<file path="src/rtl/out_byte_uart_tx.sv">
// out_byte_uart_tx
//   Console byte sink for the PicoRV32 out_byte stream. Bytes are queued in a
//   small registered FIFO and drained as asynchronous serial frames on uart_tx.
//   The default frame is 8N1. Defining OUT_BYTE_UART_PARITY_EN adds an
//   even-parity bit after data bit 7, which makes each frame 11 bit times.
//
// Parameters
//   CLK_DIV  clk cycles per serial bit (2..65535)
//   FIFO_AW  FIFO address width; the FIFO holds 2**FIFO_AW bytes
//
// Ports
//   clk           system clock; all logic runs on the rising edge
//   resetn        synchronous active-low reset
//   in_byte       byte to transmit
//   in_byte_en    single-cycle write strobe for in_byte
//   overflow_clr  clears the sticky overflow flag
//   uart_tx       serial line, high when idle
//   busy          high while a frame is in progress
//   fifo_empty    FIFO holds no bytes (registered)
//   fifo_full     FIFO is full (registered)
//   fifo_level    FIFO occupancy (registered)
//   overflow      sticky flag, set when a write was dropped
module out_byte_uart_tx #(
  parameter int CLK_DIV = 104,
  parameter int FIFO_AW = 4
) (
  input  logic             clk,
  input  logic             resetn,
  input  logic [7:0]       in_byte,
  input  logic             in_byte_en,
  input  logic             overflow_clr,
  output logic             uart_tx,
  output logic             busy,
  output logic             fifo_empty,
  output logic             fifo_full,
  output logic [FIFO_AW:0] fifo_level,
  output logic             overflow
);

  localparam int               DEPTH    = 1 << FIFO_AW;
  localparam logic [15:0]      DIV_M1   = 16'(CLK_DIV - 1);
  localparam logic [FIFO_AW:0] LVL_FULL = (FIFO_AW+1)'(DEPTH);
  localparam logic [FIFO_AW:0] PTR_ONE  = (FIFO_AW+1)'(1);

`ifdef OUT_BYTE_UART_PARITY_EN
  typedef enum logic [2:0] {IDLE = 3'd0, START = 3'd1, DATA = 3'd2, STOP = 3'd3,
                            PARITY = 3'd4} state_t;
`else
  typedef enum logic [2:0] {IDLE = 3'd0, START = 3'd1, DATA = 3'd2, STOP = 3'd3} state_t;
`endif

  // ---------------------------------------------------------------- FIFO
  logic [7:0]       r_mem [DEPTH];
  logic [FIFO_AW:0] r_wptr, r_rptr, r_level;
  logic             r_empty, r_full, r_ovf;

  logic             w_pop, w_push, w_drop;
  logic [FIFO_AW:0] w_wptr_nxt, w_rptr_nxt, w_level_nxt;

  // A write into a full FIFO still lands if the TX side pops on the same edge.
  // When the FIFO is full, the write slot and the head slot are the same entry.
  // The head is read from the old contents, so no byte is lost.
  assign w_push      = in_byte_en & (~r_full | w_pop);
  assign w_drop      = in_byte_en & r_full & ~w_pop;
  assign w_wptr_nxt  = w_push ? r_wptr + PTR_ONE : r_wptr;
  assign w_rptr_nxt  = w_pop  ? r_rptr + PTR_ONE : r_rptr;
  assign w_level_nxt = w_wptr_nxt - w_rptr_nxt;

  always_ff @(posedge clk) begin
    if (w_push) r_mem[r_wptr[FIFO_AW-1:0]] <= in_byte;
  end

  always_ff @(posedge clk) begin
    if (!resetn) begin
      r_wptr  <= '0;
      r_rptr  <= '0;
      r_level <= '0;
      r_empty <= 1'b1;
      r_full  <= 1'b0;
      r_ovf   <= 1'b0;
    end else begin
      r_wptr  <= w_wptr_nxt;
      r_rptr  <= w_rptr_nxt;
      r_level <= w_level_nxt;
      r_empty <= (w_level_nxt == '0);
      r_full  <= (w_level_nxt == LVL_FULL);
      // A drop takes priority over a clear in the same cycle.
      if (w_drop)            r_ovf <= 1'b1;
      else if (overflow_clr) r_ovf <= 1'b0;
    end
  end

  // ---------------------------------------------------------------- TX FSM
  state_t      r_state, w_state_nxt;
  logic [15:0] r_cnt, w_cnt_nxt;
  logic [2:0]  r_bit, w_bit_nxt, w_bit_inc;
  logic [7:0]  r_data;
  logic        r_tx, w_tx_nxt, w_cnt_end;

  assign w_cnt_end = (r_cnt == DIV_M1);
  assign w_bit_inc = r_bit + 3'd1;

  always_ff @(posedge clk) begin
    if (!resetn) begin
      r_state <= IDLE;
      r_cnt   <= '0;
      r_bit   <= '0;
      r_tx    <= 1'b1;
      r_data  <= '0;
    end else begin
      r_state <= w_state_nxt;
      r_cnt   <= w_cnt_nxt;
      r_bit   <= w_bit_nxt;
      r_tx    <= w_tx_nxt;
      if (w_pop) r_data <= r_mem[r_rptr[FIFO_AW-1:0]];
    end
  end

  // uart_tx is registered. Each transition drives the value of the next bit
  // on the edge that enters that bit.
  always_comb begin
    w_state_nxt = r_state;
    w_cnt_nxt   = r_cnt + 16'd1;
    w_bit_nxt   = r_bit;
    w_tx_nxt    = r_tx;
    w_pop       = 1'b0;
    case (r_state)
      IDLE: begin
        w_tx_nxt  = 1'b1;
        w_cnt_nxt = '0;
        w_bit_nxt = '0;
        if (!r_empty) begin
          w_pop       = 1'b1;
          w_tx_nxt    = 1'b0;
          w_state_nxt = START;
        end
      end
      START: begin
        if (w_cnt_end) begin
          w_cnt_nxt   = '0;
          w_bit_nxt   = '0;
          w_tx_nxt    = r_data[0];
          w_state_nxt = DATA;
        end
      end
      DATA: begin
        if (w_cnt_end) begin
          w_cnt_nxt = '0;
          if (r_bit == 3'd7) begin
`ifdef OUT_BYTE_UART_PARITY_EN
            w_tx_nxt    = ^r_data;
            w_state_nxt = PARITY;
`else
            w_tx_nxt    = 1'b1;
            w_state_nxt = STOP;
`endif
          end else begin
            w_bit_nxt = w_bit_inc;
            w_tx_nxt  = r_data[w_bit_inc];
          end
        end
      end
`ifdef OUT_BYTE_UART_PARITY_EN
      PARITY: begin
        if (w_cnt_end) begin
          w_cnt_nxt   = '0;
          w_tx_nxt    = 1'b1;
          w_state_nxt = STOP;
        end
      end
`endif
      STOP: begin
        if (w_cnt_end) begin
          w_cnt_nxt = '0;
          // Chain straight into the next start bit so back-to-back frames have no idle gap.
          if (!r_empty) begin
            w_pop       = 1'b1;
            w_tx_nxt    = 1'b0;
            w_state_nxt = START;
          end else begin
            w_tx_nxt    = 1'b1;
            w_state_nxt = IDLE;
          end
        end
      end
      default: begin
        w_cnt_nxt   = '0;
        w_tx_nxt    = 1'b1;
        w_state_nxt = IDLE;
      end
    endcase
  end

  assign uart_tx    = r_tx;
  assign busy       = (r_state != IDLE);
  assign fifo_empty = r_empty;
  assign fifo_full  = r_full;
  assign fifo_level = r_level;
  assign overflow   = r_ovf;

endmodule

</file>
<file path="config.mk">
export PLATFORM = sky130hd
export DESIGN_NAME = out_byte_uart_tx
export DESIGN_NICKNAME = d
export VERILOG_FILES = /design/src/rtl/out_byte_uart_tx.sv
export SDC_FILE = /design/constraint.sdc
export NUM_CORES = 1
export LEC_CHECK = 0
export CELL_PAD_IN_SITES_DETAIL_PLACEMENT = 0
export CELL_PAD_IN_SITES_GLOBAL_PLACEMENT = 1
export CORE_AREA = 2 2 105 132
export CTS_CLUSTER_SIZE = 24
export DETAILED_ROUTE_END_ITERATION = 10
export DIE_AREA = 0 0 107 134
export GPL_TIMING_DRIVEN = 0
export PLACE_DENSITY_LB_ADDON = 0.1
export RECOVER_POWER = 25
export SYNTH_ARGS = -nofsm -noshare
export SYNTH_HDL_FRONTEND = slang
export SYNTH_SLANG_ARGS = --single-unit
export TNS_END_PERCENT = 20
</file>
<file path="constraint.sdc">
create_clock -name clk -period 8.3 [get_ports clk]
set_clock_uncertainty 0.15 [all_clocks]
set_input_delay 1.66 -clock clk [delete_from_list [all_inputs] [get_ports clk]]
set_output_delay 1.66 -clock clk [all_outputs]
set_load 0.01 [all_outputs]
</file>
Word-level counts from Yosys, hierarchy flattened. Memory sizes are Yosys's and may differ from the RTL's. A register that Yosys moved wholly into a read port is not among the register bits. Cells that the tools add are included.

Bits in registers: 41. Bits in writable memories: 128. Bits of input ports: 12. Logic and storage cells: 76. Memories kept: 1.

Memories: r_mem (depth 16, bits a word 8, rd ports 1, clocked after Yosys merged registers in 1, write ports 1, RTL line 53) `logic [7:0] r_mem [DEPTH];`.

Add/subtract/negate cells: 5. Order comparisons: 1. Equal/unequal tests: 12. Muxes and demuxes: 28. Bitwise operators: 8. Reductions and logical operators: 11.

Operator list (number): $mux W3 (8); $add A16 B1 Y16 const B (1); $eq A16 B7 Y1 const B (1); $mux W1 (13); $ne A2 B2 Y1 const B (6); $pmux W3 S4 (1); $add A5 B1 Y5 const B (2); $mux W5 (2); $pmux W3 S3 (1); $eq A3 B2 Y1 const B (2); $reduce_bool A3 Y1 (2); $reduce_or A3 Y1 (2); $eq A5 B5 Y1 const B (1); $logic_not A5 Y1 (1); $reduce_and A5 Y1 (1); $sub A5 B5 Y5 (1); $lt A3 B4 Y1 const B (1); $not A1 Y1 (4); $pmux W1 S4 (1); $reduce_and A4 Y1 (1); $add A3 B1 Y3 const B (1); $and A1 B1 Y1 (3); $bmux W1 S3 (1); $eq A3 B1 Y1 const B (1); other kinds (7) (7).

Logic depth before layout (Yosys ltp). Gate-level depths: netlist of run 1.

Depth after elaboration: 8. Depth in mapped cells: 14. Depth with buffers taken out: 14.

Worst setup path after synthesis of run 1. No wires, ideal clock.

Kind: input to register. Start point: input port in_byte_en. End point: register r_empty (netlist: fifo_empty). Arrival time: 3.904 ns. Setup slack: 4.145 ns. Cell stages on the path: 12. Path buffers: 0. Path through: nor2b_1 -> a31oi_1 -> o21ai_4 -> xnor2_1 -> ha_1 -> inv_1 -> fa_1 -> a21o_1 -> a21oi_1 -> xnor2_1 -> xnor3_1 -> o41ai_1.

Longest elaborated chain between the ends: 4.

RTL lines: from (decl) (RTL line 30) `input logic in_byte_en,`; $and A1 B1 Y1 (RTL line 63) `assign w_push = in_byte_en & (~r_full | w_pop);`; $mux W5 (RTL line 65) `assign w_wptr_nxt = w_push ? r_wptr + PTR_ONE : r_wptr;`; $sub A5 B5 Y5 (RTL line 67) `assign w_level_nxt = w_wptr_nxt - w_rptr_nxt;`; $logic_not A5 Y1 (RTL line 85) `r_empty <= (w_level_nxt == '0);`; to (signal assigned) (RTL line 85); to (decl) (RTL line 55) `logic r_empty, r_full, r_ovf;`.

Every way passes these cells. A chain may end at the register's enable or synchronous reset.

Worst setup path in the final report of run 1. Ends and elaborated chain as after synthesis.

==> results.yml, run 1 <==
clock_network:
  postCtsSetupRepairBufs: 0
  cts_buffer_depth: 2
  ctsHoldBuffers: 0
  cts_tree: "done"
  clock-sinks: 176
  clock-root-buffer: "clkbuf_16"
  cts_buffers: 17
  clock_latency_ns: 0.42
  h-tree-depth: 4
  post_cts_resized: 0
  clkTransAtPathRegs_ns: 0.07
drt:
  drt_pass1_iterations: 4
  drc: 0
  ant_nets: 0
  wire_per_inst_um: 20.0
  drt_iter0_markers: 166
  vias: 3824
  routed_via_density: 5.68
  totalWireLength_um: 13500
timing:
  report.final.slew_viol_count: 0
  fin_crit_sh_pct: 53.5
  grt_setup_unrepaired: "false"
  hold_viol_final: 0
  slew_headroom_pct: 11.1
  period_needed_ns: 4.44
  fin_setup_tns_ns: 0
  setup_viol: 0
  worstMarginPinSlew_ns: 1.32
  fmax_mhz: 225
floorplanning:
  initial_core_util_pct: 55.1
  pin_count: 22
  coreArea_um2: 13100
  die_area_um2: 14300
  die-width_um: 107
  num_rows: 47
  dieHeight_um: 134
setup_path:
  cp_max_fo: 9
  critical_path_class: "input port to flop"
  cpPeakStageDelay_ns: 0.46
  start_kind: "input port"
  cp_common_cell: "xnor2_1"
  cp_data_required_time_ns: 8.47
  crit_chain: "clkdlybuf4s50_1, nor2b_1, a31oi_1, o21ai_4, xnor2_1, ha_1, inv_1, fa_1, a21o_1, a21oi_1, xnor2_1, xnor3_1, o41ai_1"
  slowest_stage: "clkdlybuf4s50_1"
  cp-end-kind: "flop"
  arrival_ns: 4.61
power:
  power.density_nw_per_um2: 303
  fin_total_pwr_mw: 2.50
  ir_drop_v: 0.000204
  p_leak_nw: 2.79
grt:
  grt_pass1_wl_um: 21000
  track_usage_pct: 20.4
  grt_max_degree: 17
  gr-total-overflow: 0
  grt_pass1_vias: 3835
  antenna_found_initial: 0
synth:
  synth.top_cell.area_share_pct: 53.2
  synth_compound_area_share_pct: 2.68
  synth_top_family_by_area: "multiplexers"
  synth_top_area_cell: "edfxtp_1"
  synth_area_leaders: "edfxtp_1, dfxtp_1, mux4_2"
  synth_cells: 449
  syn_area_per_cell_um2: 16.1
  postSynth.asyncResetShare_pct: 0
  synth-simple-area-share_pct: 8.45
  synth_most_common_cell: "edfxtp_1"
  synth_fa_ha_area_share_pct: 3.05
  synth_edf_count: 128
  yosys_warnings: 0
  seq_area_frac_synth_pct: 66.5
  yosys.area_share.xor_xnor_pct: 2.98
  synth_top_cells_by_count: "edfxtp_1, nor2_1, dfxtp_1, mux4_2, ha_1"
  ys.flop_type: "edfxtp_1"
  ys_seq_elements: 176
  yosysUniqueCellTypes: 41
  synthMuxAreaShare_pct: 14.6
  syn_nets: 478
  syn_area_um2: 7220
final_layout:
  final-seq-area_um2: 4800
  utilization_pct: 63.0
  num-nets-final: 519
  syn_to_final_growth_pct: 14.4
  fillers: 972
  n_antenna_cell: 0
  multi_input_area_um2: 2290
  final_layout_size_suffix_gt1_share_pct: 17.1
placement:
  numPortBuffers: 21
  dpl.hpwl_um: 9270
  place_congestion: 0.756
job:
  max-cap-violations: 0
min_path:
  min_path_type: "flop to flop"
run_status:
  status: "finished, final reports clean"
==> layout make-up <==
type / count / area share (%)
timing repair buffer: 22 / 2.60
buffer: 18 / 0.908
clock buffer: 18 / 5.19
tap: 171 / 2.59
sequential: 176 / 58.1
clock inverter: 13 / 2.26
multi-input combinational: 242 / 27.7
inverter: 13 / 0.590
==> critical path: cells and delay by family <==
| kind | cells | cell delay [ns] |
|---|---|---|
| AOI/OAI and AO/OA | 5 | 1.06 |
| adders and majority gates | 2 | 0.57 |
| xor gates and xnor gates | 3 | 0.64 |
| buffers and inverters | 2 | 0.52 |
| and+or+nand+nor | 1 | 0.15 |
==> metrics by stage <==
stage                     setup slack [ns]  hold WS [ns]  area, um2  instances
after detailed placement              3.40         0.303       7650        641
final                                 3.86         0.315       8260        673
after CTS                             3.86         0.319       8260        672
after global placement                3.43         0.291       7650        641
after floorplan                       4.14         0.280       7220        449
after global routing                  3.71         0.347       8260        673
==> cell families (layout without fill, tap and decap cells) <==
group / Yosys count / after routing
AO/OA/AOI/OAI: 31 / 31
multiplexers: 53 / 53
adder cells (fa/ha/maj): 17 / 17
buffers and inverters: 31 / 84
flip-flops: 176 / 176
XOR/XNOR: 23 / 23
AND/OR/NAND/NOR: 118 / 118
==> registers in the layout (all words and copies together) (netlist names), 2 cells and up <==
name	cells
r_data	8
r_bit	3
r_state	2
r_mem	128
r_wptr	5
fifo_level	5
r_cnt	16
r_rptr	5
==> metal layers <==
layer  routed length (um)  track usage, %  vias to the layer above
met5                    0               0                        -
met4                  239            6.85                        0
met3                  421            4.47                       21
met2                 7410            36.4                       74
met1                 5410            24.6                     1927
li1                     -               -                     1802
==> path summary, 6_finish.rpt <==
check / startpoint / end / slack (ns) / cells past startpoint
setup reg to reg: r_cnt[0] / fifo_empty / 4.25 / 12
hold / removal: r_cnt[0] / r_cnt[0] / 0.31 / 1
setup / recovery: in_byte_en / fifo_empty / 3.86 / 13
hold reg to reg: r_cnt[0] / r_cnt[0] / 0.31 / 1
==> placed cells by master (no fill, tap or decap), types with 6 or more instances in the layout <==
| cell | netlist | layout |
|---|---|---|
| clkdlybuf4s50_1 | 0 | 15 |
| inv_1 | 13 | 13 |
| dlygate4sd3_1 | 0 | 6 |
| clkbuf_1 | 12 | 13 |
| nor3_1 | 8 | 6 |
| xnor2_1 | 13 | 13 |
| dfxtp_1 | 48 | 48 |
| mux4_2 | 42 | 42 |
| mux2i_1 | 11 | 11 |
| edfxtp_1 | 128 | 128 |
| clkbuf_16 | 0 | 17 |
| a21oi_1 | 14 | 14 |
| xor2_1 | 9 | 9 |
| nand2_1 | 15 | 15 |
| ha_1 | 16 | 16 |
| buf_2 | 6 | 6 |
| and2_1 | 8 | 8 |
| nand3_1 | 7 | 7 |
| nor2_1 | 55 | 55 |
| o21ai_0 | 6 | 6 |
==> power by group <==
part | total (mW) | switching, mW | internal [mW]
Sequential | 1.06 | 0.0376 | 1.03
Combinational | 0.610 | 0.325 | 0.285
Clock | 0.830 | 0.325 | 0.504
Total | 2.50 | 0.688 | 1.81
Power figures use the tool's default switching activity.
==> inputs of run 2 (changes only) <==
--- a/config.mk
+++ b/config.mk
@@ -7,10 +7,10 @@
 export LEC_CHECK = 0
 export CELL_PAD_IN_SITES_DETAIL_PLACEMENT = 0
 export CELL_PAD_IN_SITES_GLOBAL_PLACEMENT = 1
-export CORE_AREA = 2 2 105 132
+export CORE_AREA = 2 2 109 137
 export CTS_CLUSTER_SIZE = 24
 export DETAILED_ROUTE_END_ITERATION = 10
-export DIE_AREA = 0 0 107 134
+export DIE_AREA = 0 0 111 139
 export GPL_TIMING_DRIVEN = 0
 export PLACE_DENSITY_LB_ADDON = 0.1
 export RECOVER_POWER = 25
==> constraint.sdc (replaced) <==
create_clock -name clk -period 4.4 [get_ports clk]
set_clock_uncertainty 0.15 [all_clocks]
set_input_delay 0.88 -clock clk [delete_from_list [all_inputs] [get_ports clk]]
set_output_delay 0.88 -clock clk [all_outputs]
set_load 0.01 [all_outputs]
==> run 2 against run 1 <==
Count of clock-buffer cells in the layout shrank 1. First-iteration DRC count is 47% higher. Sequential share of layout area down 0.13 points. Sequential power increased by 89%. Critical endpoint unchanged.
==> results.yml, run 2 (same netlist as run 1, synthesis figures left out) <==
drt:
  vias: 3793
  totalWireLength_um: 13600
  ant_nets: 0
  drc: 0
  drt_pass1_iterations: 4
  wire_per_inst_um: 19.9
  routed_via_density: 5.56
  drt_iter0_markers: 244
final_layout:
  largest_register_ffs: 128
  n_antenna_cell: 0
  stdcell_area_um2: 8280
  final-seq-area_um2: 4800
  num-nets-final: 520
  multi_input_area_um2: 2310
  final_common_cell: "edfxtp_1"
  final_cell_mix: "edfxtp_1, nor2_1, dfxtp_1, mux4_2, clkbuf_16"
  fillers: 1108
  final_layout_size_suffix_gt1_share_pct: 17.7
  syn_to_final_growth_pct: 14.7
job:
  max-cap-violations: 0
clock_network:
  cts_tree: "done"
  clock_latency_ns: 0.43
  clkTransAtPathRegs_ns: 0.07
  cts_buffer_depth: 2
  post_cts_resized: 0
  cts_buffers: 17
  h-tree-depth: 4
  clock-sinks: 176
  postCtsSetupRepairBufs: 0
  clock-root-buffer: "clkbuf_16"
  ctsHoldBuffers: 0
grt:
  antenna_found_initial: 0
  grt_pass1_wl_um: 21700
  gr-total-overflow: 0
  grt_pass1_vias: 3923
  track_usage_pct: 19.2
  grt_max_degree: 18
floorplanning:
  die-width_um: 111
  num_rows: 49
  pin_count: 22
  initial_core_util_pct: 51.0
  die_area_um2: 15400
  coreArea_um2: 14200
  dieHeight_um: 139
power:
  p_leak_nw: 2.78
  ir_drop_v: 0.000267
  power.density_nw_per_um2: 565
timing:
  period_needed_ns: 3.90
  worstMarginPinSlew_ns: 0.857
  hold_viol_final: 0
  fin_setup_tns_ns: 0
  slew_headroom_pct: 42.6
  report.final.slew_viol_count: 0
  fmax_mhz: 256
  fin_crit_sh_pct: 88.7
  setup_viol: 0
  grt_setup_unrepaired: "false"
placement:
  place_congestion: 0.758
  dpl.hpwl_um: 9570
  numPortBuffers: 21
  placed_area_um2: 7670
setup_path:
  start_kind: "flop"
  critical_path_class: "flop to flop"
  cp_data_required_time_ns: 4.57
  cp-end-kind: "flop"
  arrival_ns: 4.08
  cp_max_fo: 10
min_path:
  min_path_type: "flop to flop"
run_status:
  status: "finished, final reports clean"
==> run 2: worst max-delay path, cell delays in order, from the launching register on <==
cell and delay (ns):
dfxtp_1 0.38, ha_1 0.27, and4bb_2 0.26, nand4_2 0.19, a211o_1 0.40, buf_2 0.25, mux2i_1 0.24, fa_1 0.50
a21o_1 0.20, a21oi_1 0.20, xnor2_1 0.15, xnor3_1 0.28, o41ai_1 0.32
==> run 2: cell type report <==
| type | count | share of cell area, % |
|---|---|---|
| plain buffers | 18 | 0.906 |
| repair buffers | 23 | 2.72 |
| multi-input cells | 242 | 27.8 |
| clock buffers | 17 | 5.14 |
| inverters | 13 | 0.589 |
| flip-flops and latches | 176 | 58.0 |
| clock inverters | 15 | 2.11 |
| well taps | 178 | 2.69 |
==> run 2: final timing paths <==
path,cells after the start,slack [ns],from,to
setup / recovery,12,0.50,r_state[0],fifo_empty
hold reg to reg,1,0.31,r_cnt[0],r_cnt[0]
hold / removal,1,0.31,r_cnt[0],r_cnt[0]
setup reg to reg,12,0.50,r_state[0],fifo_empty
==> run 2: layer usage <==
metal	global-route usage, %	part of all wire, %	wire length, um	vias to the layer above
met3	4.55	3.5	478	29
met1	22.7	40	5460	1881
li1	-	-	-	1804
met5	0	0	0	-
met4	9.47	3.3	455	0
met2	33.1	53	7200	79
==> run 2: stage by stage <==
stage | worst slack, ns | utilization (%) | cells | total power [mW] | hold slack, ns
finish | 0.497 | 58.5 | 682 | 4.68 | 0.311
global route | 0.242 | 58.5 | 682 | 4.91 | 0.365
CTS | 0.448 | 58.4 | 682 | 4.73 | 0.316
detailed placement | 0.190 | 54.2 | 650 | 3.22 | 0.301
global placement | 0.296 | 54.1 | 648 | 3.19 | 0.295
floorplan | 0.995 | - | 449 | 2.85 | 0.280
==> run 2: where the power goes <==
part           switching [mW]  leakage, nW  total [mW]  internal [mW]
clock                   0.659        0.289        1.51          0.855
sequential             0.0699         1.55        2.00           1.93
combinational           0.619        0.946        1.16          0.540
